<file path="src/rtl/sram_bus_master.sv">
// sram_bus_master: one-byte SRAM bus initiator with bus arbitration and programmable setup/strobe/hold timing.
module sram_bus_master #(
  parameter int SETUP_CYC  = 1,
  parameter int STROBE_CYC = 3,
  parameter int HOLD_CYC   = 1
) (
  input  logic        clk6x,
  input  logic        resetn,
  input  logic        req_i,
  output logic        ready_o,
  input  logic        rwn_i,
  input  logic [20:0] addr_i,
  input  logic [7:0]  wdata_i,
  output logic        ack_o,
  output logic [7:0]  rdata_o,
  output logic        bus_req_o,
  input  logic        bus_gnt_i,
  output logic [20:0] maddr_o,
  output logic [7:0]  mdata_o,
  output logic        mdata_oe_o,
  input  logic [7:0]  mdata_i,
  output logic        m1csn_o,
  output logic        mrdn_o,
  output logic        mwrn_o
);
  typedef enum logic [2:0] {IDLE, ARB, SETUP, STROBE, HOLD, DONE} state_t;
  localparam logic [2:0] SETUP_LD  = 3'(SETUP_CYC - 1);
  localparam logic [2:0] STROBE_LD = 3'(STROBE_CYC - 1);
  localparam logic [2:0] HOLD_LD   = 3'(HOLD_CYC - 1);
  state_t     state, state_n;
  logic [2:0] cnt, cnt_n;
  logic       rwn;
  logic       cycle_n;
  always_ff @(posedge clk6x or negedge resetn)
    if (!resetn) begin
      state <= IDLE;
      cnt   <= '0;
    end else begin
      state <= state_n;
      cnt   <= cnt_n;
    end
  always_comb begin
    state_n = state;
    cnt_n   = cnt - 3'd1;
    case (state)
      IDLE:    if (req_i) state_n = ARB;
      ARB:     if (bus_gnt_i) begin
                 state_n = SETUP;
                 cnt_n   = SETUP_LD;
               end
      SETUP:   if (!bus_gnt_i) state_n = ARB;
               else if (cnt == '0) begin
                 state_n = STROBE;
                 cnt_n   = STROBE_LD;
               end
      STROBE:  if (cnt == '0) begin
                 state_n = HOLD;
                 cnt_n   = HOLD_LD;
               end
      HOLD:    if (cnt == '0) state_n = DONE;
      default: state_n = IDLE;
    endcase
  end
  assign cycle_n = state_n inside {SETUP, STROBE, HOLD};
  // Bus outputs are registered from the next state so strobes and CS never glitch.
  always_ff @(posedge clk6x or negedge resetn)
    if (!resetn) begin
      ready_o    <= 1'b1;
      ack_o      <= 1'b0;
      bus_req_o  <= 1'b0;
      m1csn_o    <= 1'b1;
      mrdn_o     <= 1'b1;
      mwrn_o     <= 1'b1;
      mdata_oe_o <= 1'b0;
      maddr_o    <= '0;
      mdata_o    <= '0;
      rdata_o    <= '0;
      rwn        <= 1'b1;
    end else begin
      if (state == IDLE && req_i) begin
        maddr_o <= addr_i;
        mdata_o <= wdata_i;
        rwn     <= rwn_i;
      end
      if (state == STROBE && cnt == '0 && rwn) rdata_o <= mdata_i;
      ready_o    <= state_n == IDLE;
      ack_o      <= state_n == DONE;
      bus_req_o  <= state_n inside {ARB, SETUP, STROBE, HOLD};
      m1csn_o    <= !cycle_n;
      mrdn_o     <= !(state_n == STROBE && rwn);
      mwrn_o     <= !(state_n == STROBE && !rwn);
      mdata_oe_o <= cycle_n && !rwn;
    end
endmodule

</file>
<file path="config.mk">
export PLATFORM = sky130hd
export DESIGN_NAME = sram_bus_master
export DESIGN_NICKNAME = d
export VERILOG_FILES = /design/src/rtl/sram_bus_master.sv
export SDC_FILE = /design/constraint.sdc
export NUM_CORES = 1
export LEC_CHECK = 0
export BUFFER_PORTS_ARGS = -buffer_cell sky130_fd_sc_hd__buf_2
export CAP_MARGIN = 20
export CELL_PAD_IN_SITES_DETAIL_PLACEMENT = 2
export CELL_PAD_IN_SITES_GLOBAL_PLACEMENT = 2
export CORE_ASPECT_RATIO = 0.9
export CORE_UTILIZATION = 30
export CTS_CLUSTER_DIAMETER = 50
export DETAILED_ROUTE_END_ITERATION = 8
export GPL_ROUTABILITY_DRIVEN = 1
export PLACE_DENSITY = 0.77
export RECOVER_POWER = 50
export SLEW_MARGIN = 20
export SYNTH_ARGS = -nofsm -noshare
export SYNTH_HDL_FRONTEND = slang
export SYNTH_SLANG_ARGS = --single-unit
export TNS_END_PERCENT = 100
</file>
<file path="constraint.sdc">
create_clock -name clk6x -period 2.06 [get_ports clk6x]
set_input_delay 0.103 -clock clk6x [delete_from_list [all_inputs] [get_ports clk6x]]
set_output_delay 0.103 -clock clk6x [all_outputs]
set_load 0.03 [all_outputs]
</file>
==> reports/metrics.cfg, run 1 <==
[synth]
ys_seq_area_share_pct = 56.9
synth.distinct_cells = 34
synth-seq-cells = 51
synth_cells = 142
syn_area_mm2 = 0.00225
ys_top_cells_by_area = dfrtp_1, mux2_4, dfstp_2
yosysWarnings = 0
synth_top_area_share_pct = 51.1
syn-num-nets = 186
yosys.area.top_type = dfrtp_1
avgSynthCellArea_um2 = 15.9

[min_path]
hp-class = primary input to register
hold_end = mdata_o[7]$_DFFE_PN0P_
min_from = wdata_i[7]
whs_path_depth = 2

[floorplan]
num_rows = 29
start_util_pct = 31.5
io_pins = 86
die_y_um = 84.2
die_area_mm2 = 0.00787
coreArea_mm2 = 0.00715
die_width_um = 93.4

[timing]
slew_headroom_pct = 1.78
skew_ns = 0.0165
period_share_pct = 88.4
rsz0062_at_grt = no
post-route-min-period_ns = 1.82
finalWorstSetupSlack_ns = 0.239
finalSetupViolCount = 0
whs_ns = 0.0112
clock.fmax_mhz = 549
slew_violations = 0
finalHoldViolCount = 0
tightest_slew_ns = 1.47
setup_tns_ns = 0

[grt]
gr-total-overflow = 0
antenna_found_initial = 0
grt_max_degree = 28
gr-usage-all-layers_pct = 15.4
grt_pass1_wl_mm = 8.99
grt_pass1_vias = 1637

[cells_and_area]
layout-drive-gt1-share_pct = 53.6
fillers = 765
finalNonFillerCells = 330
area_delta_synth_final_pct = 28.8
nNetsFinal = 280
diodes = 0
fin_util_pct = 40.6

[routing]
routed_wl_mm = 5.93
avgRoutedWirePerCell_um = 18.0
drc_errors = 0
via_per_inst = 4.55
drtAntennaViolNets = 0
first_iter_violations = 19
vias = 1503
firstDrtPassIters = 4

[worst_setup_path]
crit_chain = inv_1 -> ha_1 -> nor2b_2 -> and4_1 -> buf_4 -> mux2_4
path_class = register to register
r2r_end = rdata_o[6]$_DFFE_PN0P_
cp_data_arrival_time_ns = 2.02
cp.required_ns = 2.26
worstReg2RegStart = cnt[0]$_DFF_PN0_
crit_family = simple AND/OR/NAND/NOR gates
reg2regPathDepth = 6
cp_max_fo = 8
startpoint_type = register
critical-path-max-stage-delay_ns = 0.38
r2r_setup_slack_ns = 0.24
cp-end-kind = register
cp_slowest_cell = dfrtp_1
critPathBufInv = 2

[status]
status = finished, final reports clean

[power_and_ir_drop]
leakagePower_nw = 1.38
vdd_drop_max_v = 0.000530
powerDensity_mw_per_mm2 = 1840

[clock_network]
h-tree-depth = 2
clk_latency_ns = 0.31
cts_resized = 0
cts.sinks = 51
clk_pin_slew_worst_paths_ns = 0.10
cts_made_buffers = 5
clk_path_buf_depth = 2
cts_tree = done
cts_root_buffer = clkbuf_8

[placement]
port_buffers = 85
dp.cells = 320
dp_slack_ns = 0.227
gp_congestion = 0.709
hpwl_mm = 4.59

[job]
cap_violations = 0

-- flip-flops by register name (all words and copies together) (netlist names) --
signal,cells
cnt,3
mwrn_o,1
ready_o,1
rdata_o,8
rwn,1
m1csn_o,1
mrdn_o,1
mdata_oe_o,1
maddr_o,21
mdata_o,8
bus_req_o,1
state,3
ack_o,1
-- through the flow --
stage | instance area (µm²) | power, mW
6_report | 2900 | 5.34
5_1_grt | 2900 | 5.63
3_5_place_dp | 2800 | 4.72
3_3_place_gp | 2800 | 4.58
4_1_cts | 2920 | 5.46
2_1_floorplan | 2250 | 3.90
-- report_power, final --
part / switching (mW) / total, mW / internal [mW] / leakage, nW
sequential: 0.283 / 1.80 / 1.52 / 0.607
clock: 0.349 / 0.715 / 0.366 / 0.0548
combinational: 1.65 / 2.82 / 1.17 / 0.714
-- synth_stat cells, drive strengths merged --
cell	instances
dfrtp	46
mux2	39
buf	7
dfstp	5
nand3b	4
nor2	4
nor3	4
inv	3
nand3	3
nor2b	3
a21oi	2
a31o	2
and3	2
ha	2
nand2	2
nand2b	2
o211ai	2
a22oi	1
a311oi	1
and4	1
maj3	1
nor3b	1
nor4	1
o21ai	1
o21bai	1
or2	1
xnor2	1
-- what timing repair did --
action,in CTS,in global routing
endpoints found under the hold margin,19,1
hold buffers,1,1
buffers inserted,0,0
-- kinds of logic (layout without fill, tap and decap cells) --
| kind of cell | Yosys count | count (layout) | share of synthesized area, % |
|---|---|---|---|
| muxes | 39 | 39 | 25.8 |
| and+or+nand+nor | 28 | 28 | 7.77 |
| DFF | 51 | 51 | 56.9 |
| buffers and inverters | 10 | 105 | 4.44 |
| adders and majority gates | 3 | 3 | 1.55 |
| xor gates and xnor gates | 1 | 1 | 0.389 |
| AOI/OAI and AO/OA | 10 | 10 | 3.16 |
-- layout make-up --
class | count | area, µm² | share of cell area (%)
Sequential cell | 51 | 1280 | 44.2
Multi-Input combinational cell | 81 | 872 | 30.0
Timing Repair Buffer | 94 | 507 | 17.4
Tap cell | 93 | 116 | 4.01
Clock buffer | 5 | 68.8 | 2.37
Clock inverter | 3 | 46.3 | 1.59
Inverter | 3 | 11.3 | 0.388
-- worst max-delay path by stage --
stage,from,end,depth (start not counted)
6_report,cnt[0]$_DFF_PN0_,rdata_o[6]$_DFFE_PN0P_,6
5_1_grt,cnt[0]$_DFF_PN0_,rdata_o[6]$_DFFE_PN0P_,6
4_1_cts,cnt[0]$_DFF_PN0_,rdata_o[6]$_DFFE_PN0P_,6
3_5_place_dp,cnt[0]$_DFF_PN0_,rdata_o[6]$_DFFE_PN0P_,6
3_3_place_gp,cnt[0]$_DFF_PN0_,rdata_o[5]$_DFFE_PN0P_,6
2_1_floorplan,cnt[0]$_DFF_PN0_,rdata_o[0]$_DFFE_PN0P_,6
-- worst reg2reg max path: stages, from the launching register on --
cell and delay [ns]:
dfrtp_1 0.38, inv_1 0.09, ha_1 0.20, nor2b_2 0.29, and4_1 0.24, buf_4 0.21
mux2_4 0.32
-- metal layers --
layer	global-route usage (%)	up-vias	share of wire, %
li1	-	682	-
met1	18.4	776	42
met2	27.1	38	53
met3	3.26	7	4.1
met4	5.87	0	1.4
met5	0	-	0
-- placed cells by master (no fill, tap or decap), drive strengths merged --
master and count:
clkinvlp 1, a21oi 2, inv 4, and4 1, bufinv 1, nor3 4, nand3b 4, a311oi 1
clkbuf 28, buf 69, xnor2 1, dfstp 5, nor2 4, nor3b 1, nand2b 2, dfrtp 46
o211ai 2, o21ai 1, nand2 2, maj3 1, nand3 3, mux2 39, a22oi 1, o21bai 1
a31o 2, nor2b 3, dlygate4sd3 2, or2 1, ha 2, nor4 1, and3 2
No activity file was read; power rests on OpenSTA's default activity.
==> run 2: changes to the inputs <==
--- a/config.mk
+++ b/config.mk
@@ -9,7 +9,6 @@
 export CAP_MARGIN = 20
 export CELL_PAD_IN_SITES_DETAIL_PLACEMENT = 2
 export CELL_PAD_IN_SITES_GLOBAL_PLACEMENT = 2
-export CORE_ASPECT_RATIO = 0.9
 export CORE_UTILIZATION = 30
 export CTS_CLUSTER_DIAMETER = 50
 export DETAILED_ROUTE_END_ITERATION = 8
==> constraint.sdc (replaced) <==
create_clock -name clk6x -period 2.06 [get_ports clk6x]
set_input_delay 0.103 -clock clk6x [delete_from_list [all_inputs] [get_ports clk6x]]
set_output_delay 0.103 -clock clk6x [all_outputs]
set_load 0.1 [all_outputs]
==> reports/metrics.cfg, run 2 (same netlist as run 1, synthesis figures left out) <==
[timing]
clock.fmax_mhz = 565  ; +2.8%
rsz0062_at_grt = no
post-route-min-period_ns = 1.77  ; -0.0493 ns
skew_ns = 0.00635  ; -0.0101 ns
setup_tns_ns = 0  ; unchanged
slew_violations = 0  ; unchanged
finalSetupViolCount = 0  ; unchanged
period_share_pct = 86.0  ; -2.4 points
slew_headroom_pct = 20.2  ; +18 points
finalHoldViolCount = 0  ; unchanged
tightest_slew_ns = 1.20  ; -0.272 ns

[floorplan]
io_pins = 86  ; unchanged
coreArea_mm2 = 0.00725  ; +1.5%
die_area_mm2 = 0.00787  ; about the same
die_width_um = 88.7  ; -5.0%
die_y_um = 88.7  ; +5.3%
start_util_pct = 31.1  ; -0.46 points
num_rows = 31  ; +6.9%

[grt]
antenna_found_initial = 0  ; unchanged
grt_pass1_vias = 1604  ; -2.0%
gr-usage-all-layers_pct = 14.0  ; -1.4 points
gr-total-overflow = 0  ; unchanged
grt_pass1_wl_mm = 8.22  ; -8.5%
grt_max_degree = 28  ; unchanged

[worst_setup_path]
startpoint_type = register
path_class = register to register
cp.required_ns = 2.27  ; about the same
cp-end-kind = register
cp_max_fo = 8  ; unchanged
cp_data_arrival_time_ns = 1.98  ; -0.04 ns
r2r_setup_slack_ns = 0.29  ; +0.05 ns

[placement]
gp_congestion = 0.768  ; +8.3%
port_buffers = 85  ; unchanged
hpwl_mm = 4.04  ; -12%

[routing]
via_per_inst = 4.44  ; -2.6%
routed_wl_mm = 5.36  ; -9.7%
avgRoutedWirePerCell_um = 16.0  ; -11%
drc_errors = 0  ; unchanged
firstDrtPassIters = 2  ; -2
first_iter_violations = 18  ; -1
drtAntennaViolNets = 0  ; unchanged
vias = 1486  ; -1.1%

[clock_network]
cts_root_buffer = clkbuf_8
clk_pin_slew_worst_paths_ns = 0.10  ; about the same
clk_latency_ns = 0.31  ; about the same
hold_buffers = 1  ; unchanged
cts.sinks = 51  ; unchanged
h-tree-depth = 2  ; unchanged
clk_path_buf_depth = 2  ; unchanged
cts_resized = 0  ; unchanged
cts_tree = done
cts_setup_buffers = 0  ; unchanged
cts_made_buffers = 5  ; unchanged

[cells_and_area]
area_delta_synth_final_pct = 27.6
top_regs = maddr_o: 21 flops, mdata_o: 8 flops, rdata_o: 8 flops
nNetsFinal = 279  ; -0.36%
largest_register = maddr_o
fillers = 770  ; +0.65%
final_cell_mix = buf_2, dfrtp_1, mux2_4
final_common_cell = buf_2
layout-drive-gt1-share_pct = 53.4  ; -0.20 points
largest_reg_flops = 21  ; unchanged
diodes = 0  ; unchanged

[min_path]
hp-class = primary input to register

[status]
status = finished, final reports clean

[job]
cap_violations = 0  ; unchanged

==> run 2: cell types whose count changed in the layout (fill, tap and decap cells not counted), sizes merged <==
cell | before | now
buf | 69 | 68
clkinvlp | 1 | 0
clkbuf | 28 | 30
dlygate4sd3 | 2 | 1
==> run 2: final cells by class <==
| type | instances | area [µm²] | area share (%) |
|---|---|---|---|
| sequential | 51 | 1280 | 44.6 |
| timing repair buffer | 93 | 465 | 16.2 |
| multi-input combinational | 81 | 872 | 30.3 |
| tap | 99 | 124 | 4.31 |
| clock inverter | 2 | 38.8 | 1.35 |
| clock buffer | 6 | 82.6 | 2.87 |
| inverter | 3 | 11.3 | 0.391 |
==> run 2: path summary, 6_finish.rpt <==
path | endpoint | cells after the start | start
min reg2reg | cnt[0]$_DFF_PN0_ | 1 | cnt[0]$_DFF_PN0_
min | rdata_o[5]$_DFFE_PN0P_ | 2 | mdata_i[5]
max reg2reg | rdata_o[7]$_DFFE_PN0P_ | 6 | cnt[0]$_DFF_PN0_
max | rdata_o[7]$_DFFE_PN0P_ | 6 | cnt[0]$_DFF_PN0_
max in group asynchronous | mdata_o[1]$_DFFE_PN0P_ | 3 | resetn
min in group asynchronous | mdata_o[2]$_DFFE_PN0P_ | 2 | resetn
==> run 2: worst max-delay path, cell delays in order, from the launching register on <==
cell and delay, ns:
dfrtp_1 0.39, inv_1 0.08, ha_1 0.20, nor2b_2 0.27, and4_1 0.22, buf_4 0.20, mux2_4 0.31
==> run 2: metrics by stage <==
step	cell area, µm²	utilization, %	cells	hold slack, ns	setup slack [ns]
global placement	2780	38.3	326	0.145	0.360
detailed placement	2780	38.3	326	0.149	0.283
global route	2880	39.7	335	0.00398	0.201
floorplan	2250	-	142	-0.193	0.471
CTS	2910	40.1	335	0.00125	0.293
finish	2880	39.7	335	0.0129	0.289
==> run 2: routing by layer <==
| layer | GRT usage, % | wire length [µm] | part of all wire [%] |
|---|---|---|---|
| met5 | 0 | 0 | 0 |
| met4 | 4.84 | 68 | 1.3 |
| met3 | 3.73 | 308 | 5.8 |
| met2 | 23.4 | 2630 | 49 |
| met1 | 17.6 | 2350 | 44 |
Power of run 2 is left out: the tool's default activity adds up to more than one toggle a clock period on the data nets, which glitch-free logic cannot reach.
